<file path="src/rtl/lsu_wb_master_if.sv">
// -----------------------------------------------------------------------------
// lsu_wb_master_if
// Wishbone (classic/pipelined) data-port bundle between the memory-stage
// load/store unit and the unified main memory.
//
// Signals:
//   wb_cyc      initiator -> responder  bus cycle active
//   wb_stb      initiator -> responder  request strobe
//   wb_wr_en    initiator -> responder  write enable
//   wb_addr     initiator -> responder  word-aligned byte address
//   wb_wr_data  initiator -> responder  lane-replicated store data
//   wb_sel      initiator -> responder  byte-lane select
//   wb_ack      responder -> initiator  acknowledge
//   wb_stall    responder -> initiator  strobe not accepted this cycle
//   wb_rd_data  responder -> initiator  read word
// -----------------------------------------------------------------------------
interface lsu_wb_master_if #(
    parameter int ADDR_WIDTH = 10
) ();
    logic                  wb_cyc;
    logic                  wb_stb;
    logic                  wb_wr_en;
    logic [ADDR_WIDTH-1:0] wb_addr;
    logic [31:0]           wb_wr_data;
    logic [3:0]            wb_sel;
    logic                  wb_ack;
    logic                  wb_stall;
    logic [31:0]           wb_rd_data;

    modport master (
        output wb_cyc, wb_stb, wb_wr_en, wb_addr, wb_wr_data, wb_sel,
        input  wb_ack, wb_stall, wb_rd_data
    );

    modport slave (
        input  wb_cyc, wb_stb, wb_wr_en, wb_addr, wb_wr_data, wb_sel,
        output wb_ack, wb_stall, wb_rd_data
    );
endinterface

</file>
<file path="src/rtl/lsu_wb_master.sv">
// -----------------------------------------------------------------------------
// lsu_wb_master
// Memory-stage load/store unit. Takes one RV32I load or store from stage 4,
// issues a single Wishbone cycle, builds byte lanes / replicated write data
// for stores and aligns plus sign/zero-extends read data for loads. Stalls the
// pipeline until the access completes, faults on misalignment or times out.
//
// Ports:
//   clk, rst        clock, asynchronous active-high reset
//   mem_req         stage 4 holds a load/store (stable until mem_done)
//   mem_we          1 = store, 0 = load
//   mem_funct3      RV32I size/sign code (reserved codes behave as W)
//   mem_addr        byte address
//   mem_wdata       store source
//   mem_stall       combinational pipeline freeze
//   mem_done        one-cycle completion pulse
//   mem_rdata       extended load result (0 for stores and faults)
//   mem_misaligned  with mem_done: address misaligned for the access size
//   mem_bus_err     with mem_done: acknowledge timeout
//   wb              Wishbone initiator side (lsu_wb_master_if.master)
// -----------------------------------------------------------------------------
module lsu_wb_master #(
    parameter int ADDR_WIDTH  = 10,
    parameter int ACK_TIMEOUT = 16
) (
    input  logic                  clk,
    input  logic                  rst,
    input  logic                  mem_req,
    input  logic                  mem_we,
    input  logic [2:0]            mem_funct3,
    input  logic [ADDR_WIDTH-1:0] mem_addr,
    input  logic [31:0]           mem_wdata,
    output logic                  mem_stall,
    output logic                  mem_done,
    output logic [31:0]           mem_rdata,
    output logic                  mem_misaligned,
    output logic                  mem_bus_err,
    lsu_wb_master_if.master       wb
);

    typedef enum logic [1:0] {
        ST_IDLE = 2'd0,
        ST_REQ  = 2'd1,
        ST_WAIT = 2'd2,
        ST_DONE = 2'd3
    } state_e;

    localparam int                CNT_W    = $clog2(ACK_TIMEOUT) + 1;
    localparam logic [CNT_W-1:0]  CNT_LAST = CNT_W'(ACK_TIMEOUT - 1);

    localparam logic [1:0] SZ_B = 2'd0;
    localparam logic [1:0] SZ_H = 2'd1;
    localparam logic [1:0] SZ_W = 2'd2;

    // Access size; funct3 codes without a meaning for the direction act as W.
    function automatic logic [1:0] access_size(input logic we, input logic [2:0] f3);
        logic [1:0] sz;
        case (f3)
            3'b000:  sz = SZ_B;
            3'b001:  sz = SZ_H;
            3'b100:  sz = we ? SZ_W : SZ_B;
            3'b101:  sz = we ? SZ_W : SZ_H;
            default: sz = SZ_W;
        endcase
        return sz;
    endfunction

    function automatic logic is_misaligned(input logic [1:0] sz, input logic [1:0] off);
        logic mis;
        case (sz)
            SZ_B:    mis = 1'b0;
            SZ_H:    mis = off[0];
            default: mis = (off != 2'b00);
        endcase
        return mis;
    endfunction

    function automatic logic [3:0] store_sel(input logic [1:0] sz, input logic [1:0] off);
        logic [3:0] sel;
        case (sz)
            SZ_B:    sel = 4'b0001 << off;
            SZ_H:    sel = off[1] ? 4'b1100 : 4'b0011;
            default: sel = 4'b1111;
        endcase
        return sel;
    endfunction

    // Replicate the source across lanes so the responder only needs wb_sel.
    function automatic logic [31:0] store_data(input logic [1:0] sz, input logic [31:0] wdata);
        logic [31:0] data;
        case (sz)
            SZ_B:    data = {4{wdata[7:0]}};
            SZ_H:    data = {2{wdata[15:0]}};
            default: data = wdata;
        endcase
        return data;
    endfunction

    function automatic logic [31:0] load_extend(input logic [2:0] f3, input logic [1:0] off,
                                                input logic [31:0] word);
        logic [31:0] sh_b;
        logic [31:0] sh_h;
        logic [31:0] res;
        sh_b = word >> {off, 3'b000};
        sh_h = word >> {off[1], 4'b0000};
        case (f3)
            3'b000:  res = {{24{sh_b[7]}}, sh_b[7:0]};
            3'b100:  res = {24'h000000, sh_b[7:0]};
            3'b001:  res = {{16{sh_h[15]}}, sh_h[15:0]};
            3'b101:  res = {16'h0000, sh_h[15:0]};
            default: res = word;
        endcase
        return res;
    endfunction

    state_e                state_q, state_d;
    logic [CNT_W-1:0]      cnt_q, cnt_d;
    logic                  cyc_q, cyc_d;
    logic                  stb_q, stb_d;
    logic                  wr_en_q, wr_en_d;
    logic [ADDR_WIDTH-1:0] addr_q, addr_d;
    logic [31:0]           wr_data_q, wr_data_d;
    logic [3:0]            sel_q, sel_d;
    logic [2:0]            funct3_q, funct3_d;
    logic [1:0]            off_q, off_d;
    logic                  done_q, done_d;
    logic [31:0]           rdata_q, rdata_d;
    logic                  mis_q, mis_d;
    logic                  err_q, err_d;

    logic [1:0]            req_size_s;
    logic                  req_misaligned_s;
    logic                  timeout_s;
    logic                  req_accept_ack_s;
    logic [31:0]           load_result_s;

    assign req_size_s       = access_size(mem_we, mem_funct3);
    assign req_misaligned_s = is_misaligned(req_size_s, mem_addr[1:0]);
    assign timeout_s        = (cnt_q == CNT_LAST);
    // An ack is only meaningful in REQ once the strobe is actually accepted.
    assign req_accept_ack_s = wb.wb_ack & ~wb.wb_stall;
    assign load_result_s    = wr_en_q ? 32'h00000000 : load_extend(funct3_q, off_q, wb.wb_rd_data);

    // State and output registers; reset abandons any access in flight.
    always_ff @(posedge clk or posedge rst) begin
        if (rst) begin
            state_q   <= ST_IDLE;
            cnt_q     <= '0;
            cyc_q     <= 1'b0;
            stb_q     <= 1'b0;
            wr_en_q   <= 1'b0;
            addr_q    <= '0;
            wr_data_q <= 32'h00000000;
            sel_q     <= 4'b0000;
            funct3_q  <= 3'b000;
            off_q     <= 2'b00;
            done_q    <= 1'b0;
            rdata_q   <= 32'h00000000;
            mis_q     <= 1'b0;
            err_q     <= 1'b0;
        end else begin
            state_q   <= state_d;
            cnt_q     <= cnt_d;
            cyc_q     <= cyc_d;
            stb_q     <= stb_d;
            wr_en_q   <= wr_en_d;
            addr_q    <= addr_d;
            wr_data_q <= wr_data_d;
            sel_q     <= sel_d;
            funct3_q  <= funct3_d;
            off_q     <= off_d;
            done_q    <= done_d;
            rdata_q   <= rdata_d;
            mis_q     <= mis_d;
            err_q     <= err_d;
        end
    end

    // Next-state selection; ack has priority over the timeout.
    always_comb begin
        state_d = state_q;
        case (state_q)
            ST_IDLE: begin
                if (mem_req) begin
                    state_d = req_misaligned_s ? ST_DONE : ST_REQ;
                end else begin
                    state_d = ST_IDLE;
                end
            end
            ST_REQ: begin
                if (req_accept_ack_s) begin
                    state_d = ST_DONE;
                end else if (timeout_s) begin
                    state_d = ST_DONE;
                end else if (!wb.wb_stall) begin
                    state_d = ST_WAIT;
                end else begin
                    state_d = ST_REQ;
                end
            end
            ST_WAIT: begin
                if (wb.wb_ack || timeout_s) begin
                    state_d = ST_DONE;
                end else begin
                    state_d = ST_WAIT;
                end
            end
            ST_DONE: state_d = ST_IDLE;
            default: state_d = ST_IDLE;
        endcase
    end

    // Next values of the registered bus and completion outputs.
    always_comb begin
        cnt_d     = cnt_q;
        cyc_d     = 1'b0;
        stb_d     = 1'b0;
        wr_en_d   = 1'b0;
        addr_d    = addr_q;
        wr_data_d = wr_data_q;
        sel_d     = sel_q;
        funct3_d  = funct3_q;
        off_d     = off_q;
        done_d    = 1'b0;
        rdata_d   = 32'h00000000;
        mis_d     = 1'b0;
        err_d     = 1'b0;
        case (state_q)
            ST_IDLE: begin
                if (mem_req && req_misaligned_s) begin
                    done_d = 1'b1;
                    mis_d  = 1'b1;
                end else if (mem_req) begin
                    cyc_d     = 1'b1;
                    stb_d     = 1'b1;
                    wr_en_d   = mem_we;
                    addr_d    = {mem_addr[ADDR_WIDTH-1:2], 2'b00};
                    wr_data_d = mem_we ? store_data(req_size_s, mem_wdata) : 32'h00000000;
                    sel_d     = mem_we ? store_sel(req_size_s, mem_addr[1:0]) : 4'b1111;
                    funct3_d  = mem_funct3;
                    off_d     = mem_addr[1:0];
                    cnt_d     = '0;
                end else begin
                    cnt_d = cnt_q;
                end
            end
            ST_REQ: begin
                cnt_d = cnt_q + CNT_W'(1);
                if (req_accept_ack_s) begin
                    done_d  = 1'b1;
                    rdata_d = load_result_s;
                end else if (timeout_s) begin
                    done_d = 1'b1;
                    err_d  = 1'b1;
                end else begin
                    cyc_d   = 1'b1;
                    stb_d   = wb.wb_stall;
                    wr_en_d = wr_en_q;
                end
            end
            ST_WAIT: begin
                cnt_d = cnt_q + CNT_W'(1);
                if (wb.wb_ack) begin
                    done_d  = 1'b1;
                    rdata_d = load_result_s;
                end else if (timeout_s) begin
                    done_d = 1'b1;
                    err_d  = 1'b1;
                end else begin
                    cyc_d   = 1'b1;
                    wr_en_d = wr_en_q;
                end
            end
            ST_DONE: begin
                cnt_d = cnt_q;
            end
            default: begin
                cnt_d = '0;
            end
        endcase
    end

    assign mem_stall      = ((state_q == ST_IDLE) & mem_req) |
                            (state_q == ST_REQ) | (state_q == ST_WAIT);
    assign mem_done       = done_q;
    assign mem_rdata      = rdata_q;
    assign mem_misaligned = mis_q;
    assign mem_bus_err    = err_q;

    assign wb.wb_cyc      = cyc_q;
    assign wb.wb_stb      = stb_q;
    assign wb.wb_wr_en    = wr_en_q;
    assign wb.wb_addr     = addr_q;
    assign wb.wb_wr_data  = wr_data_q;
    assign wb.wb_sel      = sel_q;

endmodule

</file>
<file path="src/flat_wrapper.sv">
// flat-port wrapper written by rule: the top's interface ports become plain ports
module lsu_wb_master_flat 
#(
    parameter int ADDR_WIDTH  = 10,
    parameter int ACK_TIMEOUT = 16
)
  (clk, rst, mem_req, mem_we, mem_funct3, mem_addr, mem_wdata, mem_stall, mem_done, mem_rdata, mem_misaligned, mem_bus_err, wb_wb_cyc, wb_wb_stb, wb_wb_wr_en, wb_wb_addr, wb_wb_wr_data, wb_wb_sel, wb_wb_ack, wb_wb_stall, wb_wb_rd_data);
  lsu_wb_master_if #(.ADDR_WIDTH(ADDR_WIDTH)) wb_i ();
  input  logic clk;
  input  logic rst;
  input  logic mem_req;
  input  logic mem_we;
  input  logic [2:0] mem_funct3;
  input  logic [ADDR_WIDTH-1:0] mem_addr;
  input  logic [31:0] mem_wdata;
  output logic mem_stall;
  output logic mem_done;
  output logic [31:0] mem_rdata;
  output logic mem_misaligned;
  output logic mem_bus_err;
  output wire logic [$bits(wb_i.wb_cyc)-1:0] wb_wb_cyc;
  output wire logic [$bits(wb_i.wb_stb)-1:0] wb_wb_stb;
  output wire logic [$bits(wb_i.wb_wr_en)-1:0] wb_wb_wr_en;
  output wire logic [$bits(wb_i.wb_addr)-1:0] wb_wb_addr;
  output wire logic [$bits(wb_i.wb_wr_data)-1:0] wb_wb_wr_data;
  output wire logic [$bits(wb_i.wb_sel)-1:0] wb_wb_sel;
  input wire logic [$bits(wb_i.wb_ack)-1:0] wb_wb_ack;
  input wire logic [$bits(wb_i.wb_stall)-1:0] wb_wb_stall;
  input wire logic [$bits(wb_i.wb_rd_data)-1:0] wb_wb_rd_data;
  assign wb_wb_cyc = wb_i.wb_cyc;
  assign wb_wb_stb = wb_i.wb_stb;
  assign wb_wb_wr_en = wb_i.wb_wr_en;
  assign wb_wb_addr = wb_i.wb_addr;
  assign wb_wb_wr_data = wb_i.wb_wr_data;
  assign wb_wb_sel = wb_i.wb_sel;
  assign wb_i.wb_ack = wb_wb_ack;
  assign wb_i.wb_stall = wb_wb_stall;
  assign wb_i.wb_rd_data = wb_wb_rd_data;
  lsu_wb_master #(.ADDR_WIDTH(ADDR_WIDTH), .ACK_TIMEOUT(ACK_TIMEOUT)) u_core (.clk(clk), .rst(rst), .mem_req(mem_req), .mem_we(mem_we), .mem_funct3(mem_funct3), .mem_addr(mem_addr), .mem_wdata(mem_wdata), .mem_stall(mem_stall), .mem_done(mem_done), .mem_rdata(mem_rdata), .mem_misaligned(mem_misaligned), .mem_bus_err(mem_bus_err), .wb(wb_i));
endmodule
</file>
<file path="config.mk">
export PLATFORM = sky130hd
export DESIGN_NAME = lsu_wb_master_flat
export DESIGN_NICKNAME = d
export VERILOG_FILES = /design/src/rtl/lsu_wb_master_if.sv /design/src/rtl/lsu_wb_master.sv /design/src/flat_wrapper.sv
export SDC_FILE = /design/constraint.sdc
export NUM_CORES = 1
export LEC_CHECK = 0
export ABC_AREA = 1
export CORE_MARGIN = 10
export CORE_UTILIZATION = 25
export CTS_CLUSTER_SIZE = 16
export DETAILED_ROUTE_END_ITERATION = 8
export SYNTH_ARGS = -nofsm -noshare
export SYNTH_HDL_FRONTEND = slang
export SYNTH_SLANG_ARGS = --single-unit
</file>
<file path="constraint.sdc">
create_clock -name clk -period 6.35 [get_ports clk]
set_input_delay 1.5875 -clock clk [delete_from_list [all_inputs] [get_ports clk]]
set_output_delay 1.5875 -clock clk [all_outputs]
set_load 0.02 [all_outputs]
</file>
# ---- Yosys cells after proc, flatten, opt, wreduce, memory -nomap -nowiden
# Index checks and enable logic that the tools add are counted.
dict set report totals {
  wordCells 96
  in_bits 83
  reg_bits 94
}
dict set report op_classes {
  add_sub_neg 1
  muxes 48
  bitwise 7
  shifts 3
  reduce_logical 10
  n_eq_ne 13
}
# cell n
set ops {}
lappend ops {{32-bit 2-to-1 mux} 4}
lappend ops {{32-bit one-hot mux with 2 select lines} 2}
lappend ops {{32-bit one-hot mux with 4 select lines} 1}
lappend ops {{32-bit by 5-bit right shift with 16-bit output} 1}
lappend ops {{32-bit by 5-bit right shift with 8-bit output} 1}
lappend ops {{1-bit 2-to-1 mux} 20}
lappend ops {{2-bit one-hot mux with 4 select lines} 2}
lappend ops {{2-bit 2-to-1 mux} 7}
lappend ops {{3-bit == test (second input constant)} 4}
lappend ops {{5-bit 2-to-1 mux} 2}
lappend ops {{5-bit one-hot mux with 2 select lines} 1}
lappend ops {{1-bit one-hot mux with 3 select lines} 3}
lappend ops {{4-bit 2-to-1 mux} 2}
lappend ops {{4-bit one-hot mux with 2 select lines} 1}
lappend ops {{3-bit by 1-bit == test with 1-bit output (second input constant)} 2}
lappend ops {{3-bit logical NOT} 2}
lappend ops {{1-bit one-hot mux with 2 select lines} 3}
lappend ops {{3-bit AND reduction} 2}
lappend ops {{5-bit by 1-bit adder with 5-bit output (second input constant)} 1}
lappend ops {{5-bit by 4-bit == test with 1-bit output (second input constant)} 1}
lappend ops {{2-bit by 1-bit == test with 1-bit output (second input constant)} 2}
lappend ops {{2-bit == test (second input constant)} 2}
lappend ops {{2-bit logical NOT} 2}
lappend ops {{2-bit inequality test (second input constant)} 2}
lappend ops {{8 further kinds} 12}

# ---- Longest topological paths before layout
# Gate-level depths: netlist of the first run.
dict set report logic_depth {
  ltp_word 7
  depth_mapped 10
  mapped_depth_nobuf 9
}

# ---- Worst setup path after synthesis of the first run
# OpenSTA, ideal clock, no wires.
dict set report synth_path {
  kind {input to output}
  start {input mem_req}
  end {output mem_stall}
  arrival_time_ns 1.809
  path_slack_ns 2.953
  stages 2
  path_cell_list {nand2_1 -> nand2_1}
}
dict set report synth_between {
  elab_chain_len 3
}
# item line_no
set synth_lines {}
lappend synth_lines {{start, declared} flat_wrapper.sv:11} ;# input logic mem_req;
lappend synth_lines {{1-bit bitwise AND} lsu_wb_master.sv:283} ;# assign mem_stall = ((state_q == ST_IDLE) & mem_req) |
lappend synth_lines {{1-bit OR} lsu_wb_master.sv:283}
lappend synth_lines {{1-bit OR} lsu_wb_master.sv:284} ;# (state_q == ST_REQ) | (state_q == ST_WAIT);
lappend synth_lines {{end, declared} flat_wrapper.sv:16} ;# output logic mem_stall;
# No other way between the ends.

# ---- Worst setup path in the final report of the first run
# Ends and elaborated chain as after synthesis.

==> results of run 1 <==
[registers in the layout, summed over array words and instances (netlist names)]
signal and cells:
u_core.wb.wb_wr_en 1, u_core.wb.wb_addr 8, u_core.mem_done 1, u_core.mem_misaligned 1
u_core.mem_bus_err 1, u_core.wb.wb_cyc 1, u_core.funct3_q 3, u_core.wb.wb_wr_data 32
u_core.off_q 2, u_core.wb.wb_sel 4, u_core.wb.wb_stb 1, u_core.cnt_q 5
u_core.state_q 2, u_core.mem_rdata 32
[final timing paths]
| check | to | cells past startpoint |
|---|---|---|
| min in group asynchronous | u_core.mem_rdata[16] | 2 |
| max | mem_stall | 4 |
| max in group asynchronous | u_core.wb.wb_wr_data[16] | 3 |
| max reg2reg | u_core.wb.wb_wr_data[31] | 8 |
| min reg2reg | u_core.wb.wb_addr[5] | 2 |
| min | u_core.wb.wb_addr[5] | 2 |
[kinds of logic (layout without fill, tap and decap cells)]
kind of cell / Yosys count / after routing / synth area share, %
flops: 94 / 94 / 50.2
simple gates: 263 / 263 / 25.5
compound gates: 114 / 114 / 13.9
xor+xnor: 1 / 1 / 0.187
fa+ha+maj: 6 / 6 / 1.60
other cells: 1 / 2 / 0.0801
buf+inv: 78 / 235 / 8.44
[worst max-delay path, cell delays in order]
cell	delay, ns
sky130_fd_sc_hd__clkdlybuf4s50_1	0.48
sky130_fd_sc_hd__nand2_1	0.10
sky130_fd_sc_hd__nand2_1	0.08
sky130_fd_sc_hd__clkdlybuf4s50_1	0.60
[placed cells by master, fill, tap and decap left out, drive strengths merged]
master           n
nand2          171
a21oi           16
or2              1
buf              1
o21ai           83
ha               6
clkbuf          11
dfrtp           94
a21o             4
nor3             4
nor2            61
o221ai           2
clkinvlp         1
conb             2
o211ai           7
bufinv           2
nand3           25
a211oi           1
inv             54
xor2             1
o22ai            1
nand3b           1
clkdlybuf4s50  165
clkinv           1
[power breakdown]
| group | total (mW) | switching [mW] | internal (mW) |
|---|---|---|---|
| clock | 0.592 | 0.235 | 0.357 |
| combinational | 1.37 | 0.809 | 0.565 |
| sequential | 0.938 | 0.144 | 0.793 |
| total | 2.90 | 1.19 | 1.71 |
[final cells by class]
type | instances | share of cell area [%]
sequential | 94 | 34.8
multi-input combinational | 386 | 28.7
timing repair buffer | 166 | 24.5
tap | 229 | 4.24
clock buffer | 11 | 3.59
inverter | 53 | 3.01
clock inverter | 5 | 1.20
[per-stage QoR]
step           utilization, %  cells  total power, mW
2_1_floorplan               -    558             1.78
3_3_place_gp             35.4    928             2.33
3_5_place_dp             35.4    928             2.34
4_1_cts                  37.2    944             2.95
5_1_grt                  37.2    944             3.12
6_report                 37.2    944             2.90
[per-layer routing]
metal  wire [um]  share of wire (%)  vias to the layer above
met2        6600                 43                      165
met3        1390                9.0                       13
met1        7240                 47                     1926
met4         187                1.2                        0
met5           0                  0                        -
li1            -                  -                     2082
==> flow_summary.json, run 1 <==
{
  "post_synth_most_frequent_cells": "sky130_fd_sc_hd__nand2_1, sky130_fd_sc_hd__dfrtp_1, sky130_fd_sc_hd__o21ai_0",
  "clock-root-buffer": "sky130_fd_sc_hd__clkbuf_16",
  "drc_errors": 0,
  "dpl_cell_area_sq_um": 6440,
  "tritoncts_clock_tree": "yes",
  "post_route_cells_drive_above_1_share_pct": 8.67,
  "startpoint": "mem_req",
  "tritoncts.num_buffers": 9,
  "placement_rows": 49,
  "timing.hold.worst.class": "reg2reg",
  "totalNegativeSetupSlack_ns": 0,
  "routedWlPerCell_um": 16.3,
  "die_area_sq_um": 24600,
  "cts_post_setup_buffers_inserted": 0,
  "synth_top_cell_by_area": "sky130_fd_sc_hd__dfrtp_1",
  "globalRouteMet2Util_pct": 18.1,
  "setup.worst_path.end_class": "primary output",
  "yosys.area.top_type_share_pct": 50.2,
  "syn-cell-area_sq_um": 4680,
  "floorplan.initialDensity_pct": 25.7,
  "clock-sinks": 94,
  "finClkSkew_ns": 0.00739,
  "cts.hold.buffers_added": 0,
  "groute.layer.met3.usage_pct": 4.44,
  "layout-area-overhead-vs-synth_pct": 44.5,
  "track_usage_pct": 12.3,
  "r2r_start": "u_core.state_q[0]",
  "clock_insertion_delay_worst_skew_ns": 0.35,
  "tightest_slew_margin_relative_to_the_limit_pct": 43.4,
  "timing.hold.ws_ns": 0.478,
  "worst_slew_pin_slew_ns": 0.849,
  "dr_total_vias": 4186,
  "largest_net_degree_at_the_start_of_global_routing": 67,
  "clock_tree.htree_level_count": 3,
  "r2r_setup_slack_ns": 3.85,
  "filler_cell_count": 1866,
  "min_period_over_period_pct": 69.7,
  "timing.final.ws_setup_ns": 1.92,
  "finalWirelength_um": 15400,
  "antenna_left": 0,
  "yosysWarningCount": 0,
  "drv.max_cap_violation_count": 0,
  "final_hpwl_dp_um": 11600,
  "timing.fmax_mhz": 226,
  "nNetsFinal": 799,
  "rsz0062_at_grt": "false",
  "grt_pass1_vias": 4165,
  "area_taken_by_multi_input_logic_gates_sq_um": 1940,
  "core_sq_um": 18200,
  "finalMaxSlewViolations": 0,
  "detailedRoute.firstPassIterationCount": 5,
  "die_x_um": 157,
  "grt-ovfl-total": 0,
  "register_area_sq_um": 2350,
  "pre_cts_slack_ns": 1.94,
  "syn_area_per_cell_sq_um": 8.41,
  "syn_inst": 557,
  "grt_antenna_before_repair": 0,
  "hold_path.startpoint": "u_core.wb.wb_addr[5]",
  "vdd_drop_max_mv": 0.197,
  "crit_path_start_kind": "input pin",
  "worstPathArrival_ns": 2.84,
  "diodes_inserted": 0,
  "routed_via_density": 4.43,
  "cts-root-to-sink-buffers": 2,
  "i_o_buffers": 165,
  "grt_most_used_layer": "met2",
  "critical_path_class": "in2out",
  "required_ns": 4.76,
  "die_height_um": 157,
  "leakagePower_nw": 3.14,
  "synth.yosys.seq_area_share_pct": 50.2,
  "gr-usage-met1_pct": 16.3,
  "drt_iter0_markers": 223,
  "timing.final.crit_period_ns": 4.43,
  "flops_latches_synth": 94,
  "synth-edff-count": 0,
  "power.density_nw_per_um2": 429,
  "post_synth_main_area_contributors": "sky130_fd_sc_hd__dfrtp_1, sky130_fd_sc_hd__nand2_1, sky130_fd_sc_hd__o21ai_0",
  "worst-path-max-fanout": 3,
  "status": "finished, final reports clean",
  "grt_pass1_wl_um": 23700,
  "clk_pin_slew_ns": 0.07,
  "synthDistinctLibCells": 37,
  "gp_congestion": 0.859,
  "finalHoldViolations": 0,
  "setup-violations-final": 0,
  "cts_resized": 0,
  "num_io_pins": 168,
  "layout.cell_area.non_filler_sq_um": 6770,
  "synth.most_common_cell": "sky130_fd_sc_hd__nand2_1",
  "ffs_w_async_s_r_synth_pct": 100,
  "ys_dominant_reg_cell": "sky130_fd_sc_hd__dfrtp_1"
}
Power figures use the tool's default switching activity.
==> inputs of run 2 (changes only) <==
Clock period 6.35 ns to 4.5 ns, I/O delays scaled along.
==> flow_summary.json, run 2 (synthesis gave the netlist of run 1 again) <==
{
  "track_usage_pct": 12.8,
  "num_io_pins": 168,
  "drt_iter0_markers": 226,
  "detailedRoute.firstPassIterationCount": 4,
  "leakagePower_nw": 3.14,
  "drc_errors": 0,
  "min_period_over_period_pct": 77.4,
  "status": "finished, final reports clean",
  "totalNegativeSetupSlack_ns": 0,
  "hold_path.startpoint": "u_core.wb.wb_wr_data[3]",
  "worst_slew_pin_slew_ns": 0.966,
  "drv.max_cap_violation_count": 0,
  "finClkSkew_ns": 0.00696,
  "grt_antenna_before_repair": 1,
  "core_sq_um": 18200,
  "required_ns": 3.38,
  "worst-path-max-fanout": 3,
  "crit_path_start_kind": "input pin",
  "grt-ovfl-total": 0,
  "tritoncts_clock_tree": "yes",
  "r2r_setup_slack_ns": 2.33,
  "tightest_slew_margin_relative_to_the_limit_pct": 35.6,
  "routedWlPerCell_um": 16.6,
  "power.density_nw_per_um2": 607,
  "mostFrequentLayoutCell": "sky130_fd_sc_hd__clkdlybuf4s50_1",
  "timing.hold.worst.class": "reg2reg",
  "finalMaxSlewViolations": 0,
  "die_x_um": 157,
  "finalHoldViolations": 0,
  "gp_congestion": 0.852,
  "clock_tree.htree_level_count": 3,
  "timing.hold.worst_endpoint": "u_core.wb.wb_wr_data[3]",
  "drt-met1-wl_um": 6990,
  "layout-area-overhead-vs-synth_pct": 44.6,
  "r2r_start": "u_core.state_q[0]",
  "placement_rows": 49,
  "floorplan.initialDensity_pct": 25.7,
  "rsz0062_at_grt": "false",
  "nNetsFinal": 800,
  "clk_pin_slew_ns": 0.07,
  "cts_resized": 0,
  "r2r_cells": 8,
  "setup-violations-final": 0,
  "final_hpwl_dp_um": 11700,
  "worst_r2r_endpoint": "u_core.wb.wb_wr_data[31]",
  "most-common-layout-cells": "sky130_fd_sc_hd__clkdlybuf4s50_1, sky130_fd_sc_hd__nand2_1, sky130_fd_sc_hd__dfrtp_1, sky130_fd_sc_hd__o21ai_0, sky130_fd_sc_hd__nor2_1",
  "grt_pass1_wl_um": 24400,
  "critical_path_class": "in2out",
  "tritoncts.num_buffers": 9,
  "grt_pass1_vias": 4234,
  "clock-sinks": 94,
  "cts.hold.buffers_added": 0,
  "post_route_cells_drive_above_1_share_pct": 8.80,
  "finalWirelength_um": 15700,
  "die_area_sq_um": 24600,
  "timing.hold.worst_path_depth": 2,
  "timing.fmax_mhz": 287,
  "timing.final.crit_period_ns": 3.48,
  "antenna_left": 0,
  "worstPathArrival_ns": 2.36,
  "routed_via_density": 4.41,
  "cts-root-to-sink-buffers": 2,
  "routed.top_layer": "met4",
  "setup.worst_path.end_class": "primary output",
  "largest_net_degree_at_the_start_of_global_routing": 76,
  "met3_wirelength_um": 1660,
  "clock_insertion_delay_worst_skew_ns": 0.35,
  "cts_post_setup_buffers_inserted": 0,
  "clock-root-buffer": "sky130_fd_sc_hd__clkbuf_16",
  "timing.hold.ws_ns": 0.484,
  "dr_total_vias": 4172,
  "vdd_drop_max_mv": 0.250,
  "die_height_um": 157,
  "met2RoutedLength_um": 6800,
  "i_o_buffers": 165
}
==> run 2: changes by cell type in the layout (fill, tap and decap cells not counted) <==
cell                         before  now
sky130_fd_sc_hd__buf_4            1    2
sky130_fd_sc_hd__clkbuf_8         1    0
sky130_fd_sc_hd__clkinv_2         1    0
sky130_fd_sc_hd__clkinvlp_4       1    2
sky130_fd_sc_hd__diode_2          0    1
sky130_fd_sc_hd__inv_6            1    2
==> run 2: how the worst max path moves through the flow <==
stage | from | end | slack [ns]
after floorplan | rst | u_core.cnt_q[0] | 0.93
after global placement | mem_req | mem_stall | 1.01
after detailed placement | mem_req | mem_stall | 1.01
after CTS | mem_req | mem_stall | 1.00
after global routing | mem_req | mem_stall | 0.92
final | mem_req | mem_stall | 1.02
==> run 2: routing by layer <==
layer,up-vias,GRT usage [%]
li1,2088,-
met1,1907,16.5
met2,160,18.8
met3,17,5.54
met4,0,4.22
met5,-,0
==> run 2: layout make-up <==
type,instances,area (sq um)
Clock inverter,6,92.6
Sequential cell,94,2350
Multi-Input combinational cell,386,1940
Clock buffer,10,229
Antenna cell,1,2.50
Inverter,53,204
Fill cell,1879,11400
Timing Repair Buffer,167,1670
Tap cell,229,287
==> run 2: critical path: stages <==
cell and delay [ns]:
sky130_fd_sc_hd__clkdlybuf4s50_1 0.48, sky130_fd_sc_hd__nand2_1 0.08, sky130_fd_sc_hd__nand2_1 0.07, sky130_fd_sc_hd__clkdlybuf4s50_1 0.60
==> run 2: report_power, final <==
group / switching [mW] / internal [mW]
Clock: 0.352 / 0.492
Combinational: 1.15 / 0.799
Sequential: 0.201 / 1.12
Total: 1.70 / 2.41
==> run 2: stage by stage <==
| stage | power [mW] | instances | utilization, % | area [sq um] | setup WS (ns) |
|---|---|---|---|---|---|
| 2_1_floorplan | 2.50 | 558 | - | 4690 | 0.926 |
| 3_3_place_gp | 3.29 | 929 | 35.4 | 6450 | 1.01 |
| 3_5_place_dp | 3.31 | 929 | 35.4 | 6450 | 1.01 |
| 4_1_cts | 4.18 | 945 | 37.2 | 6770 | 1.00 |
| 5_1_grt | 4.42 | 945 | 37.2 | 6770 | 0.919 |
| 6_report | 4.11 | 946 | 37.2 | 6770 | 1.02 |
==> inputs of run 3 (changes only) <==
Clock period 4.5 ns to 3.6 ns, I/O delays scaled along.
==> flow_summary.json, run 3 (synthesis gave the netlist of run 1 again) <==
{
  "status": "finished, final reports clean",
  "clock_tree.htree_level_count": 3,
  "drc_errors": 0,
  "tightest_slew_margin_relative_to_the_limit_pct": 53.4,
  "worstPathBufferInverterCount": 2,
  "critical_path.slowest_cell": "sky130_fd_sc_hd__clkdlybuf4s50_1",
  "leakagePower_nw": 3.15,
  "register_area_sq_um": 2350,
  "required_ns": 2.70,
  "finalWirelength_um": 15400,
  "grt-ovfl-total": 0,
  "finClkSkew_ns": 0.0103,
  "setup.worst_path.end_class": "primary output",
  "totalNegativeSetupSlack_ns": 0,
  "finalMaxSlewViolations": 0,
  "layout-area-overhead-vs-synth_pct": 44.6,
  "timing.hold.worst.class": "reg2reg",
  "worst-path-max-fanout": 3,
  "nNetsFinal": 802,
  "min_period_over_period_pct": 84.4,
  "crit_path_cell_trace": "clkdlybuf4s50_1 -> nand2_1 -> nand2_1 -> clkdlybuf4s50_1",
  "mostFrequentLayoutCell": "sky130_fd_sc_hd__clkdlybuf4s50_1",
  "gp_congestion": 0.856,
  "post_route_cells_drive_above_1_share_pct": 9.05,
  "timing.hold.worst_path_depth": 2,
  "critical_path_class": "in2out",
  "grt_antenna_before_repair": 0,
  "tritoncts_clock_tree": "yes",
  "tritoncts.num_buffers": 9,
  "i_o_buffers": 165,
  "filler_cell_count": 1859,
  "most-common-layout-cells": "sky130_fd_sc_hd__clkdlybuf4s50_1, sky130_fd_sc_hd__nand2_1, sky130_fd_sc_hd__dfrtp_1, sky130_fd_sc_hd__o21ai_0, sky130_fd_sc_hd__nor2_1",
  "die_x_um": 157,
  "final_hpwl_dp_um": 11600,
  "power.density_nw_per_um2": 746,
  "detailedRoute.firstPassIterationCount": 4,
  "finalHoldViolations": 0,
  "drv.max_cap_violation_count": 0,
  "crit_path_start_kind": "input pin",
  "worst_path_largest_cell_delay_ns": 0.60,
  "die_area_sq_um": 24600,
  "r2r_cells": 7,
  "routed_via_density": 4.41,
  "cts.hold.buffers_added": 0,
  "cts_resized": 0,
  "timing.final.crit_period_ns": 3.04,
  "area_taken_by_multi_input_logic_gates_sq_um": 1940,
  "gate_family_responsible_for_the_most_delay_along_the_worst_path": "buffers and inverters",
  "floorplan.initialDensity_pct": 25.7,
  "cts-root-to-sink-buffers": 2,
  "r2r_start": "u_core.state_q[0]",
  "timing.hold.worst_endpoint": "u_core.wb.wb_addr[5]",
  "setup-violations-final": 0,
  "largest_net_degree_at_the_start_of_global_routing": 47,
  "placement_rows": 49,
  "diodes_inserted": 0,
  "clk_pin_slew_ns": 0.07,
  "num_io_pins": 168,
  "clock-root-buffer": "sky130_fd_sc_hd__clkbuf_16",
  "clock_insertion_delay_worst_skew_ns": 0.35,
  "worst_slew_pin_slew_ns": 0.699,
  "dr_total_vias": 4180,
  "grt_pass1_wl_um": 23500,
  "antenna_left": 0,
  "track_usage_pct": 12.3,
  "cts_post_setup_buffers_inserted": 0,
  "worstPathArrival_ns": 2.14,
  "r2r_setup_slack_ns": 1.51,
  "die_height_um": 157,
  "vdd_drop_max_mv": 0.398,
  "drt_iter0_markers": 211,
  "core_sq_um": 18200,
  "worst_r2r_endpoint": "u_core.mem_rdata[21]",
  "routedWlPerCell_um": 16.2,
  "grt_pass1_vias": 4122,
  "clock-sinks": 94,
  "timing.hold.ws_ns": 0.480,
  "rsz0062_at_grt": "false",
  "hold_path.startpoint": "u_core.wb.wb_addr[5]",
  "timing.fmax_mhz": 329
}
-- run 3: through the flow --
| step | utilization, % | std cells | power [mW] | setup slack (ns) | cell area (sq um) |
|---|---|---|---|---|---|
| 2_1_floorplan | - | 558 | 3.13 | 0.251 | 4690 |
| 3_3_place_gp | 35.6 | 931 | 4.12 | 0.559 | 6480 |
| 3_5_place_dp | 35.6 | 931 | 4.13 | 0.559 | 6480 |
| 4_1_cts | 37.2 | 947 | 5.14 | 0.548 | 6770 |
| 5_1_grt | 37.2 | 947 | 5.42 | 0.496 | 6770 |
| 6_report | 37.2 | 947 | 5.06 | 0.561 | 6770 |
-- run 3: worst max path at each step --
stage | start | slack, ns | cells past startpoint | end
floorplan | rst | 0.25 | 1 | u_core.cnt_q[0]
global placement | mem_req | 0.56 | 4 | mem_stall
detailed placement | mem_req | 0.56 | 4 | mem_stall
CTS | mem_req | 0.55 | 4 | mem_stall
global route | mem_req | 0.50 | 4 | mem_stall
finish | mem_req | 0.56 | 4 | mem_stall
-- run 3: layout make-up --
class / count / area share, %
Multi-Input combinational cell: 386 / 28.6
Timing Repair Buffer: 169 / 25.0
Clock buffer: 10 / 3.38
Clock inverter: 6 / 1.02
Inverter: 53 / 3.01
Sequential cell: 94 / 34.7
Tap cell: 229 / 4.23
-- run 3: worst register-to-register path: cells and delay by family (launching register included) --
kind                       cells  cell delay, ns
and+or+nand+nor                4            1.10
adders and majority gates      1            0.37
DFF                            1            0.38
buffers and inverters          2            0.16
-- run 3: routing by layer --
metal  up-vias  wire, um  GRT usage, %
met4         0       155          3.06
met1      1916      7060          15.9
met2       158      6640          18.5
li1       2094         -             -
met5         -         0             0
met3        12      1500          5.18
-- run 3: report_power, final --
group	total, mW	leakage [nW]	switching, mW	internal, mW
clock	0.976	0.143	0.432	0.544
combinational	2.43	1.76	1.42	1.00
sequential	1.65	1.24	0.255	1.40
